--- config.mk ---
export PLATFORM = sky130hd
export DESIGN_NAME = uart_tx_flat
export DESIGN_NICKNAME = d
export VERILOG_FILES = /design/src/rtl/uart_pkg.sv /design/src/rtl/uart_tx_if.sv /design/src/rtl/uart_os_cnt.sv /design/src/rtl/uart_tx.sv /design/src/flat_wrapper.sv
export SDC_FILE = /design/constraint.sdc
export NUM_CORES = 1
export LEC_CHECK = 0
export CELL_PAD_IN_SITES_DETAIL_PLACEMENT = 1
export CELL_PAD_IN_SITES_GLOBAL_PLACEMENT = 1
export CORE_MARGIN = 2
export CORE_UTILIZATION = 26
export CTS_CLUSTER_SIZE = 30
export DETAILED_ROUTE_END_ITERATION = 10
export PLACE_DENSITY_LB_ADDON = 0.1
export SLEW_MARGIN = 30
export SYNTH_ARGS = -nofsm -noshare
export SYNTH_HDL_FRONTEND = slang
export SYNTH_HIERARCHICAL = 1
export SYNTH_SLANG_ARGS = --single-unit
--- constraint.sdc ---
create_clock -name clk -period 7 [get_ports clk]
set_input_delay 1.4 -clock clk [delete_from_list [all_inputs] [get_ports clk]]
set_output_delay 1.4 -clock clk [all_outputs]
set_load 0.005 [all_outputs]
--- src/rtl/uart_pkg.sv ---
// Shared UART definitions used by both the transmitter and the receiver:
// frame state encoding, default oversample ratio, idle line level.
package uart_pkg;

  localparam int   OVERSAMPLE_DEF = 16;
  localparam int   CNT_W          = 4;
  localparam logic IDLE_LEVEL     = 1'b1;

  typedef enum logic [3:0] {
    IDLE   = 4'd0,
    START  = 4'd1,
    D0     = 4'd2,
    D1     = 4'd3,
    D2     = 4'd4,
    D3     = 4'd5,
    D4     = 4'd6,
    D5     = 4'd7,
    D6     = 4'd8,
    D7     = 4'd9,
    PARITY = 4'd10,
    STOP   = 4'd11
  } uart_state_e;

endpackage

--- src/rtl/uart_tx_if.sv ---
// Transmit-side handshake and serial line bundle.
interface uart_tx_if;
  logic       i_clk_tx;
  logic       i_tx_start;
  logic [7:0] i_tx_data;
  logic       o_txd;
  logic       o_tx_ready;
  logic       TxDone;

  modport master (output i_clk_tx, i_tx_start, i_tx_data,
                  input  o_txd, o_tx_ready, TxDone);
  modport slave  (input  i_clk_tx, i_tx_start, i_tx_data,
                  output o_txd, o_tx_ready, TxDone);
endinterface

--- src/rtl/uart_os_cnt.sv ---
// Oversample tick counter: counts enabled ticks 0..MAX-1 and flags the tick
// that closes a bit period. Clear has priority over counting.
module uart_os_cnt #(
  parameter int MAX = 16,
  parameter int W   = 4
) (
  input  logic clk,
  input  logic reset,
  input  logic en,
  input  logic clr,
  output logic wrap
);

  logic [W-1:0] cnt;

  assign wrap = en && !clr && (cnt == W'(MAX - 1));

  // tick counter with clear and wrap at MAX-1
  always_ff @(posedge clk or negedge reset) begin
    if (!reset)                       cnt <= '0;
    else if (clr)                     cnt <= '0;
    else if (en && cnt == W'(MAX-1))  cnt <= '0;
    else if (en)                      cnt <= cnt + W'(1);
  end

endmodule

--- src/rtl/uart_tx.sv ---
// UART transmitter: 8N1/8N2 framing, LSB first, registered serial output.
// Define UART_TX_PARITY_EN to insert an even-parity bit between D7 and STOP.
module uart_tx
  import uart_pkg::*;
#(
  parameter int OVERSAMPLE = OVERSAMPLE_DEF,
  parameter int STOP_BITS  = 1
) (
  input  logic      clk,
  input  logic      reset,
  uart_tx_if.slave  bus
);

  uart_state_e state, state_nxt;
  logic [7:0]  data_q;
  logic        txd_q, txd_nxt;
  logic        done_q, done_nxt;
  logic        stop_q, stop_nxt;
  logic        wrap;
  logic        accept;
  logic [2:0]  bit_idx;

  assign accept = (state == IDLE) && bus.i_tx_start;

  uart_os_cnt #(.MAX(OVERSAMPLE), .W(CNT_W)) u_os_cnt (
    .clk   (clk),
    .reset (reset),
    .en    (bus.i_clk_tx),
    .clr   (accept),
    .wrap  (wrap)
  );

  // next state, stop-bit index, done pulse and next line level
  always_comb begin
    state_nxt = state;
    stop_nxt  = stop_q;
    done_nxt  = 1'b0;
    txd_nxt   = IDLE_LEVEL;
    bit_idx   = 3'd0;
    case (state)
      IDLE:  if (bus.i_tx_start) state_nxt = START;
      START: if (wrap) state_nxt = D0;
      D0, D1, D2, D3, D4, D5, D6:
             if (wrap) state_nxt = uart_state_e'(state + 4'd1);
      D7: if (wrap) begin
`ifdef UART_TX_PARITY_EN
        state_nxt = PARITY;
`else
        state_nxt = STOP;
        stop_nxt  = 1'b0;
`endif
      end
`ifdef UART_TX_PARITY_EN
      PARITY: if (wrap) begin
        state_nxt = STOP;
        stop_nxt  = 1'b0;
      end
`endif
      STOP: if (wrap) begin
        // last stop bit closes the frame; otherwise send another
        if (stop_q == 1'(STOP_BITS - 1)) begin
          state_nxt = IDLE;
          done_nxt  = 1'b1;
        end else begin
          stop_nxt  = 1'b1;
        end
      end
      default: state_nxt = IDLE;
    endcase

    // line level is decoded from the next state so o_txd is a pure flop
    case (state_nxt)
      START: txd_nxt = 1'b0;
      D0, D1, D2, D3, D4, D5, D6, D7: begin
        bit_idx = 3'(state_nxt - D0);
        txd_nxt = data_q[bit_idx];
      end
`ifdef UART_TX_PARITY_EN
      PARITY: txd_nxt = ^data_q;
`endif
      default: txd_nxt = IDLE_LEVEL;
    endcase
  end

  // state register and registered outputs
  always_ff @(posedge clk or negedge reset) begin
    if (!reset) begin
      state  <= IDLE;
      txd_q  <= IDLE_LEVEL;
      done_q <= 1'b0;
      stop_q <= 1'b0;
    end else begin
      state  <= state_nxt;
      txd_q  <= txd_nxt;
      done_q <= done_nxt;
      stop_q <= stop_nxt;
    end
  end

  // byte is captured only on the accepting edge
  always_ff @(posedge clk or negedge reset) begin
    if (!reset)      data_q <= 8'h00;
    else if (accept) data_q <= bus.i_tx_data;
  end

  assign bus.o_txd      = txd_q;
  assign bus.o_tx_ready = (state == IDLE);
  assign bus.TxDone     = done_q;

endmodule

--- src/flat_wrapper.sv ---
// flat-port wrapper written by rule: the top's interface ports become plain ports
module uart_tx_flat import uart_pkg::*;
#(
  parameter int OVERSAMPLE = OVERSAMPLE_DEF,
  parameter int STOP_BITS  = 1
)
  (clk, reset, bus_i_clk_tx, bus_i_tx_start, bus_i_tx_data, bus_o_txd, bus_o_tx_ready, bus_TxDone);
  uart_tx_if bus_i ();
  input  logic clk;
  input  logic reset;
  input wire logic [$bits(bus_i.i_clk_tx)-1:0] bus_i_clk_tx;
  input wire logic [$bits(bus_i.i_tx_start)-1:0] bus_i_tx_start;
  input wire logic [$bits(bus_i.i_tx_data)-1:0] bus_i_tx_data;
  output wire logic [$bits(bus_i.o_txd)-1:0] bus_o_txd;
  output wire logic [$bits(bus_i.o_tx_ready)-1:0] bus_o_tx_ready;
  output wire logic [$bits(bus_i.TxDone)-1:0] bus_TxDone;
  assign bus_i.i_clk_tx = bus_i_clk_tx;
  assign bus_i.i_tx_start = bus_i_tx_start;
  assign bus_i.i_tx_data = bus_i_tx_data;
  assign bus_o_txd = bus_i.o_txd;
  assign bus_o_tx_ready = bus_i.o_tx_ready;
  assign bus_TxDone = bus_i.TxDone;
  uart_tx #(.OVERSAMPLE(OVERSAMPLE), .STOP_BITS(STOP_BITS)) u_core (.clk(clk), .reset(reset), .bus(bus_i));
endmodule
Word level (Yosys, flattened, before mapping)
Cells that the tools add are included.
Widths: inputs -> output; s select.
{ "word_totals": {"regBits": 19, "in_bits": 12, "output_inout_bits": 3, "word_cells": 63} }
{ "op_classes": {"add_sub_neg": 3, "n_lt_le_gt_ge": 1, "eq_ne": 22, "mux": 20, "n_reduce_logical": 11} }
{ "ops": {"columns": ["cell", "n"], "rows": [
  ["$mux 4", 9],
  ["$eq 4x3->1 const B", 8],
  ["$eq 4x4->1 const B", 6],
  ["$pmux 4 s5", 1],
  ["$eq 4x2->1 const B", 4],
  ["$add 4x1->4 const B", 2],
  ["$eq 4x1->1 const B", 2],
  ["$reduce_or 8->1", 1],
  ["$mux 1", 7],
  ["$reduce_or 7->1", 1],
  ["$logic_and 1x1->1", 4],
  ["$logic_not 4->1", 1],
  ["$lt 3x4->1 const B", 1],
  ["$ne 2x2->1 const B", 2],
  ["$pmux 1 s2", 2],
  ["$bmux 1 s3", 1],
  ["$reduce_and 3->1", 1],
  ["$reduce_bool 3->1", 1],
  ["$sub 3x2->3 const B", 1],
  ["$reduce_bool 2->1", 1],
  ["$logic_not 1->1", 1]
]} }

Longest topological paths before layout
Gate-level depths: netlist of the first run.
{ "depth": {"depth_word": 11, "ltp_mapped": 16, "mapped_depth_nobuf": 15} }

By module
Netlist of the first run, hierarchy kept.
{ "modules_own_cells": {"columns": ["mod", "instances", "cells_per_inst", "area_each_um2", "seq_area_each_um2"], "rows": [
  ["uart_tx", 1, 86, 892.1, 351.6],
  ["uart_os_cnt", 1, 22, 206.4, 100.1]
]} }

Worst setup path before layout of the first run
No wires, ideal clock.
{ "synth_timing": {"path_type": "input to register", "start": "input bus_i_tx_start", "end": "register u_core.txd_q, in the netlist u_core/bus.o_txd", "setup_ns": 0.081, "arrival_time_ns": 3.508, "t_required_ns": 6.919, "slack_ns": 3.411, "path_stages": 11, "path_buffers": 1, "cell_sequence": "and2_1 > buf_2 > nor3_1 > inv_1 > ha_1 > o211ai_1 > a21oi_1 > a21o_2 > mux2i_1 > o31a_1 > a32oi_1"} }
{ "synth_between": {"elab_chain_len": 10, "elab_cells_between_ends": 24, "classes_between": "add/sub (1); eq/ne (9); mux (9); reduce/logical (5)"} }
{ "synth_rtl": {"columns": ["element", "line", "text"], "rows": [
  ["from (decl)", "flat_wrapper.sv:12", "input wire logic [$bits(bus_i.i_tx_start)-1:0] bus_i_tx_start;"],
  ["$logic_and 1x1->1 (*)", "uart_tx.sv:23", "assign accept = (state == IDLE) && bus.i_tx_start;"],
  ["named net u_core.accept", "uart_tx.sv:20", "logic accept;"],
  ["$logic_not 1->1 (*)", "uart_os_cnt.sv:16", "assign wrap = en && !clr && (cnt == W'(MAX - 1));"],
  ["$logic_and 1x1->1 (*) (2 in series)", "uart_os_cnt.sv:16", null],
  ["named net u_core.wrap", "uart_tx.sv:19", "logic wrap;"],
  ["$mux 4 (on tied branches)", null, null],
  ["$pmux 4 s5 (*)", "uart_tx.sv:40", "case (state)"],
  ["named net u_core.state_nxt[0]", "uart_tx.sv:14", "uart_state_e state, state_nxt;"],
  ["$sub 3x2->3", "uart_tx.sv:75", "bit_idx = 3'(state_nxt - D0);"],
  ["$bmux 1 s3", "uart_tx.sv:76", "txd_nxt = data_q[bit_idx];"],
  ["$mux 1 (not written as such)", "uart_tx.sv:76", null],
  ["$pmux 1 s2 (*)", "uart_tx.sv:72", "case (state_nxt)"],
  ["named net u_core.txd_nxt", "uart_tx.sv:16", "logic txd_q, txd_nxt;"],
  ["to (signal assigned)", "uart_tx.sv:94", "txd_q <= txd_nxt;"],
  ["to (decl)", "uart_tx.sv:16", null]
]} }
Mark *: on every way through the listed nets, which the timed path passes. The rest lies on a longest branch. The select of a mux whose other input is x is not followed.
A chain may end at the register's enable or synchronous reset.

Worst setup path in the final report of the first run
{ "layout_timing": {"start": "input bus_i_tx_start", "end": "register u_core.txd_q, in the netlist u_core/bus.o_txd"} }
{ "layout_between": {"elab_chain_len": 10, "elab_cells_between_ends": 24, "classes_between": "add/sub (1); eq/ne (9); mux (9); reduce/logical (5)"} }
{ "layout_rtl": {"columns": ["element", "line"], "rows": [
  ["$logic_and 1x1->1 (*)", "uart_tx.sv:23"],
  ["$logic_not 1->1 (*)", "uart_os_cnt.sv:16"],
  ["$logic_and 1x1->1 (*) (2 in series)", "uart_os_cnt.sv:16"],
  ["named net u_core.wrap", "uart_tx.sv:19"],
  ["$mux 4 (on tied branches)", null],
  ["$pmux 4 s5 (*)", "uart_tx.sv:40"],
  ["named net u_core.state_nxt[0]", "uart_tx.sv:14"],
  ["$sub 3x2->3", "uart_tx.sv:75"],
  ["$bmux 1 s3", "uart_tx.sv:76"],
  ["$mux 1 (not written as such)", "uart_tx.sv:76"],
  ["$pmux 1 s2 (*)", "uart_tx.sv:72"],
  ["named net u_core.txd_nxt", "uart_tx.sv:16"]
]} }
Marks and branches as above.

==> qor.yml, run 1 <==
final_layout:
  stdcell_area_mm2: 0.00132
  fillers: 471
  n_antenna_cell: 0
  multi_input_area_um2: 599
  seq_area_um2: 452
  fin_nets: 142
  area_delta_synth_final_pct: 20.4
  final_cell_mix: "dfrtp_1 (17), clkdlybuf4s50_1 (13), nand2_1 (9), mux2_2 (9)"
  final_common_cell: "dfrtp_1"
  drive_gt1_share_pct: 18.9
timing:
  finalHoldViolCount: 0
  setup_tns_ps: 0
  period_share_pct: 60.9
  max_freq_mhz: 234
  setup_violations: 0
  worstMarginPinSlew_ps: 754
  period_minus_slack_ps: 4260
  fin_skew_ps: 1.39
  grt_setup_unrepaired: "false"
  drv_slew: 0
  slew_headroom_pct: 49.3
worst_setup_path:
  r2r.worst_path.cells: 14
  endpoint: "u_core/bus.o_txd"
  worst_ep_arrival_time_ps: 4440
  startpoint_type: "input pin"
  critPathSlowestCell: "nor3_1"
  worst_path_largest_cell_delay_ps: 710
  critPathCaptureType: "register"
  r2r-start: "u_core/state[1]"
  r2r-end: "u_core/bus.o_txd"
  rrSetupSlack_ps: 3300
  required_ps: 7170
  worstPathCellList: "clkdlybuf4s50_1, and2_1, nor3_1, inv_1, ha_1, o211ai_1, a21oi_1, a21o_2, mux2i_1, o31a_1, a32oi_1"
  critPathLaunch: "bus_i_tx_start"
  critPathKind: "in2reg"
  critPathMaxFanout: 13
synthesis:
  synth_top_area_cell: "dfrtp_1"
  seq_area_frac_synth_pct: 41.1
  yosysWarnings: 6
  yosysUniqueCellTypes: 39
  synth_cells: 108
  synth_area_leaders: "dfrtp_1 (39%), mux2_2 (9.2%), ha_1 (8.0%), nand2_1 (3.1%), a21oi_1 (2.7%)"
  avgSynthCellArea_um2: 10.2
  syn_nets: 127
  synth_area_mm2: 0.00110
  ys_seq_elements: 18
  synth_top_area_share_pct: 38.7
flow_run:
  cap_violations: 0
clock_network:
  clk_pin_slew_ps: 70
  postCtsHoldBufs: 0
  cts_resized: 0
  cts_tree: "built"
  htreeDepth: 1
  clock-sinks: 18
  cts-root-buf: "clkbuf_8"
  clock_path_buffers: 2
  clock_latency_ps: 250
  cts_buffers: 3
  postCtsSetupBuffers: 0
die:
  rows: 23
  initial_utilization_pct: 27.3
  fp.dieW_um: 69
  die_area_mm2: 0.00476
  coreArea_mm2: 0.00403
  num_io_pins: 15
  chipHeight_um: 69
power_and_ir_drop:
  power_frac_seq_pct: 40.7
  peakVddDrop_v: 0.000143
  cell_internal_pwr_mw: 0.281
  clockPowerShare_pct: 20.1
  swShare_pct: 33.2
  switchingPower_mw: 0.139
  powerDensity_mw_per_mm2: 318
  pwr-share-comb_pct: 39.2
  p_leak_nw: 0.575
place:
  placed_area_mm2: 0.00127
  place_congestion: 0.734
  dp_hpwl_um: 1850
  io_buffers: 14
status:
  status: "complete, no violations"
route:
  wl_um: 2480
  drt-vias-per-instance: 4.84
  drc: 0
  ant_nets: 0
  dr.pass1.iters: 2
  post_drt_wl_per_cell_um: 14.4
  first_iter_violations: 7
  vias: 833
global_routing:
  antenna_found_initial: 0
  grt_use_total_pct: 11.1
  grt_pass1_wl_um: 4260
  grt_max_degree: 19
  grt.overflow.total: 0
  grt_pass1_vias: 881
min_path:
  hold_class: "reg2reg"
-- power groups by stage --
stage          Sequential (mW)  Clock (mW)  Combinational (mW)
5_1_grt                  0.177      0.0949               0.186
3_5_place_dp             0.173           0               0.169
2_1_floorplan            0.164           0               0.124
3_3_place_gp             0.174           0               0.165
6_report                 0.171      0.0845               0.165
4_1_cts                  0.171      0.0904               0.169
-- kinds of logic (layout without fill, tap and decap cells) --
group | Yosys count | count (layout) | synth area share [%]
simple gates | 37 | 37 | 18.2
compound gates | 23 | 23 | 14.9
flops | 18 | 18 | 41.1
mux | 11 | 11 | 11.0
buf+inv | 9 | 23 | 4.33
fa+ha+maj | 7 | 7 | 7.97
xor+xnor | 3 | 3 | 2.39
-- flip-flops by register name (all words and copies together) (netlist names) --
signal               flops
u_core/bus.TxDone        1
u_core/u_os_cnt/cnt      4
u_core/bus.o_txd         1
u_core/data_q            8
u_core/state             4
-- how the worst min path moves through the flow --
stage	start	end	slack, ps	cells after the start
2_1_floorplan	u_core/data_q[5]	u_core/data_q[5]	470	1
3_3_place_gp	u_core/data_q[7]	u_core/data_q[7]	490	1
3_5_place_dp	u_core/data_q[3]	u_core/data_q[3]	500	1
4_1_cts	u_core/data_q[3]	u_core/data_q[3]	520	1
5_1_grt	u_core/data_q[3]	u_core/data_q[3]	540	1
6_report	u_core/data_q[7]	u_core/data_q[7]	510	1
-- per-stage QoR --
| step | utilization, % | instances | hold WS (ps) | power [mW] | worst slack, ps |
|---|---|---|---|---|---|
| 2_1_floorplan | - | 108 | 475 | 0.288 | 3410 |
| 3_3_place_gp | 31.6 | 168 | 495 | 0.339 | 2650 |
| 3_5_place_dp | 31.6 | 168 | 498 | 0.342 | 2520 |
| 4_1_cts | 33.0 | 172 | 518 | 0.431 | 2740 |
| 5_1_grt | 32.8 | 172 | 544 | 0.458 | 2510 |
| 6_report | 32.8 | 172 | 510 | 0.420 | 2740 |
-- per-layer routing --
metal	up-vias	global-route usage [%]	wire, µm
met3	2	3.07	91
met5	-	0	0
met1	411	13.9	1120
met4	0	1.96	18
met2	13	19.3	1250
li1	407	-	-
-- cells in the mapped netlist, drive strengths merged --
cell and number:
nor3 4, o31ai 1, o31a 1, ha 7
o311a 1, a22o 1, o211ai 1, inv 5
o21ai 4, a32oi 1, xnor2 1, a22oi 1
a21o 1, mux2i 2, and2 2, nor2 7
a21oi 7, buf 4, and4b 1, dfstp 1
mux2 9, nand2 10, xor2 2, o22ai 2
dfrtp 17, nand3 3, or3 2, nand2b 2
nor2b 4, nand3b 1, o21a 2, or4 1
-- worst max-delay path, delay by kind of cell --
family | cells | cell delay, ps
buffers and inverters | 2 | 620
AO/OA/AOI/OAI | 5 | 960
adder cells (fa/ha/maj) | 1 | 240
multiplexers | 1 | 130
AND/OR/NAND/NOR | 2 | 1060
-- final cells by class --
type,instances,area share [%]
inverters,5,1.42
clock buffers,4,4.16
well taps,50,4.73
repair buffers,14,10.2
multi-input cells,81,45.3
flip-flops and latches,18,34.2
Note: power is estimated with default switching activity, not from simulation.
==> run 2, diff against run 1 <==
- clock period: 7 -> 3.9 ns (I/O delays scaled with it)
==> run 2 against run 1 <==
  * Final area up 1.5%
  * Die area unchanged
  * Sequential power up 80%
  * Clock skew up 3.4 ps
  * Critical path depth up 5
  * First-iteration DRC count rose to 6.3 times the previous value
  * Combinational power up 81%
  * Clock-buffer cell count unchanged
  * Cell count up 1.2%
  * Largest cell class unchanged
  * Highest routed layer unchanged
==> qor.yml, run 2 (synthesis results as in run 1) <==
worst_setup_path:
  critPathMaxFanout: 8
  critPathSlowestCell: "dfrtp_1"
  worst_path_largest_cell_delay_ps: 450
  worstPathCellList: "inv_1, ha_1, nand2b_4, nor2_1, and2_1, nor3_1, buf_4, inv_1, ha_1, nand3_1, o21a_1, a21oi_1, a21o_2, mux2i_1, o31a_1, a32oi_1"
  required_ps: 4070
  startpoint_type: "register"
  critPathKind: "reg2reg"
  r2r.worst_path.cells: 16
  r2r-start: "u_core/state[0]"
  rrSetupSlack_ps: 860
  worst_ep_arrival_time_ps: 3210
  critPathCaptureType: "register"
  r2r-end: "u_core/bus.o_txd"
place:
  place_congestion: 0.733
  placed_area_mm2: 0.00129
  dp_hpwl_um: 1920
  io_buffers: 14
global_routing:
  grt_pass1_wl_um: 4240
  grt_max_degree: 19
  antenna_found_initial: 0
  grt.overflow.total: 0
  grt_use_total_pct: 11.1
  grt_pass1_vias: 895
clock_network:
  cts_resized: 0
  clk_pin_slew_ps: 70
  postCtsHoldBufs: 0
  postCtsSetupBuffers: 0
  cts-root-buf: "clkbuf_8"
  htreeDepth: 1
  clock_latency_ps: 250
  cts_buffers: 3
  clock_path_buffers: 2
  clock-sinks: 18
  cts_tree: "built"
flow_run:
  cap_violations: 0
power_and_ir_drop:
  total_power_mw: 0.758
  p_leak_nw: 0.585
  powerDensity_mw_per_mm2: 565
  peakVddDrop_v: 0.000241
min_path:
  holdPathEnd: "u_core/data_q[7]"
  whs_path_depth: 1
  hold_class: "reg2reg"
  hp-start: "u_core/data_q[7]"
final_layout:
  fillers: 475
  n_antenna_cell: 0
  final_cell_mix: "dfrtp_1 (17), clkdlybuf4s50_1 (14), nand2_1 (9), mux2_2 (9)"
  regMostFlops: "u_core/data_q"
  largest_register_ffs: 8
  seq_area_um2: 452
  fin_nets: 144
  stdcell_area_mm2: 0.00134
  area_delta_synth_final_pct: 22.2
  multi_input_area_um2: 599
  top_regs: "u_core/data_q (8), u_core/state (4), u_core/u_os_cnt/cnt (4)"
  drive_gt1_share_pct: 19.4
  final_common_cell: "dfrtp_1"
die:
  rows: 23
  die_area_mm2: 0.00476
  fp.dieW_um: 69
  initial_utilization_pct: 27.3
  num_io_pins: 15
  coreArea_mm2: 0.00403
  chipHeight_um: 69
timing:
  drv_slew: 0
  fin_skew_ps: 4.83
  period_share_pct: 78.0
  period_minus_slack_ps: 3040
  setup_violations: 0
  max_freq_mhz: 329
  setup_tns_ps: 0
  grt_setup_unrepaired: "false"
  slew_headroom_pct: 44.2
  finalHoldViolCount: 0
  worstMarginPinSlew_ps: 834
route:
  ant_nets: 0
  post_drt_wl_per_cell_um: 14.0
  vias: 834
  first_iter_violations: 44
  drt-vias-per-instance: 4.79
  drc: 0
  wl_um: 2430
  dr.pass1.iters: 4
status:
  status: "complete, no violations"
run 2: per-stage QoR:
step	utilization, %	worst slack, ps	hold slack, ps	std cells
after floorplan	-	799	475	108
after global placement	32.0	727	496	170
after detailed placement	32.0	643	494	170
after CTS	33.3	815	511	174
after global routing	33.3	646	534	174
final	33.3	857	502	174
run 2: final cells by class:
| type | count | area share (%) |
|---|---|---|
| clock buffers | 4 | 4.10 |
| inverters | 5 | 1.40 |
| multi-input cells | 81 | 44.6 |
| flip-flops and latches | 18 | 33.6 |
| well taps | 50 | 4.66 |
| repair buffers | 16 | 11.6 |
run 2: power breakdown:
part,switching (mW),total (mW),internal (mW),leakage (nW)
Clock,0.0627,0.152,0.0896,0.0288
Combinational,0.137,0.299,0.162,0.332
Sequential,0.0504,0.307,0.257,0.224
run 2: worst max-delay path by stage:
stage,startpoint,end,slack (ps),cells past startpoint
2_1_floorplan,u_core/state[0],u_core/bus.o_txd,800,15
3_3_place_gp,bus_i_tx_start,u_core/bus.o_txd,730,13
3_5_place_dp,bus_i_tx_start,u_core/bus.o_txd,640,13
4_1_cts,u_core/state[0],u_core/bus.o_txd,810,15
5_1_grt,u_core/state[0],u_core/bus.o_txd,650,16
6_report,u_core/state[0],u_core/bus.o_txd,860,16
run 2: worst max-delay path: cells and delay by family (launching register included):
kind | cells | cell delay (ps)
AND/OR/NAND/NOR | 5 | 640
flip-flops | 1 | 450
AO/OA/AOI/OAI | 5 | 880
multiplexers | 1 | 130
adder cells (fa/ha/maj) | 2 | 480
buffers and inverters | 3 | 370
run 2: per-layer routing:
layer / global-route usage [%] / up-vias / wire length [µm]
li1: - / 415 / -
met1: 13.7 / 404 / 1130
met2: 18.6 / 13 / 1180
met3: 3.07 / 2 / 105
met4: 3.92 / 0 / 20
met5: 0 / - / 0
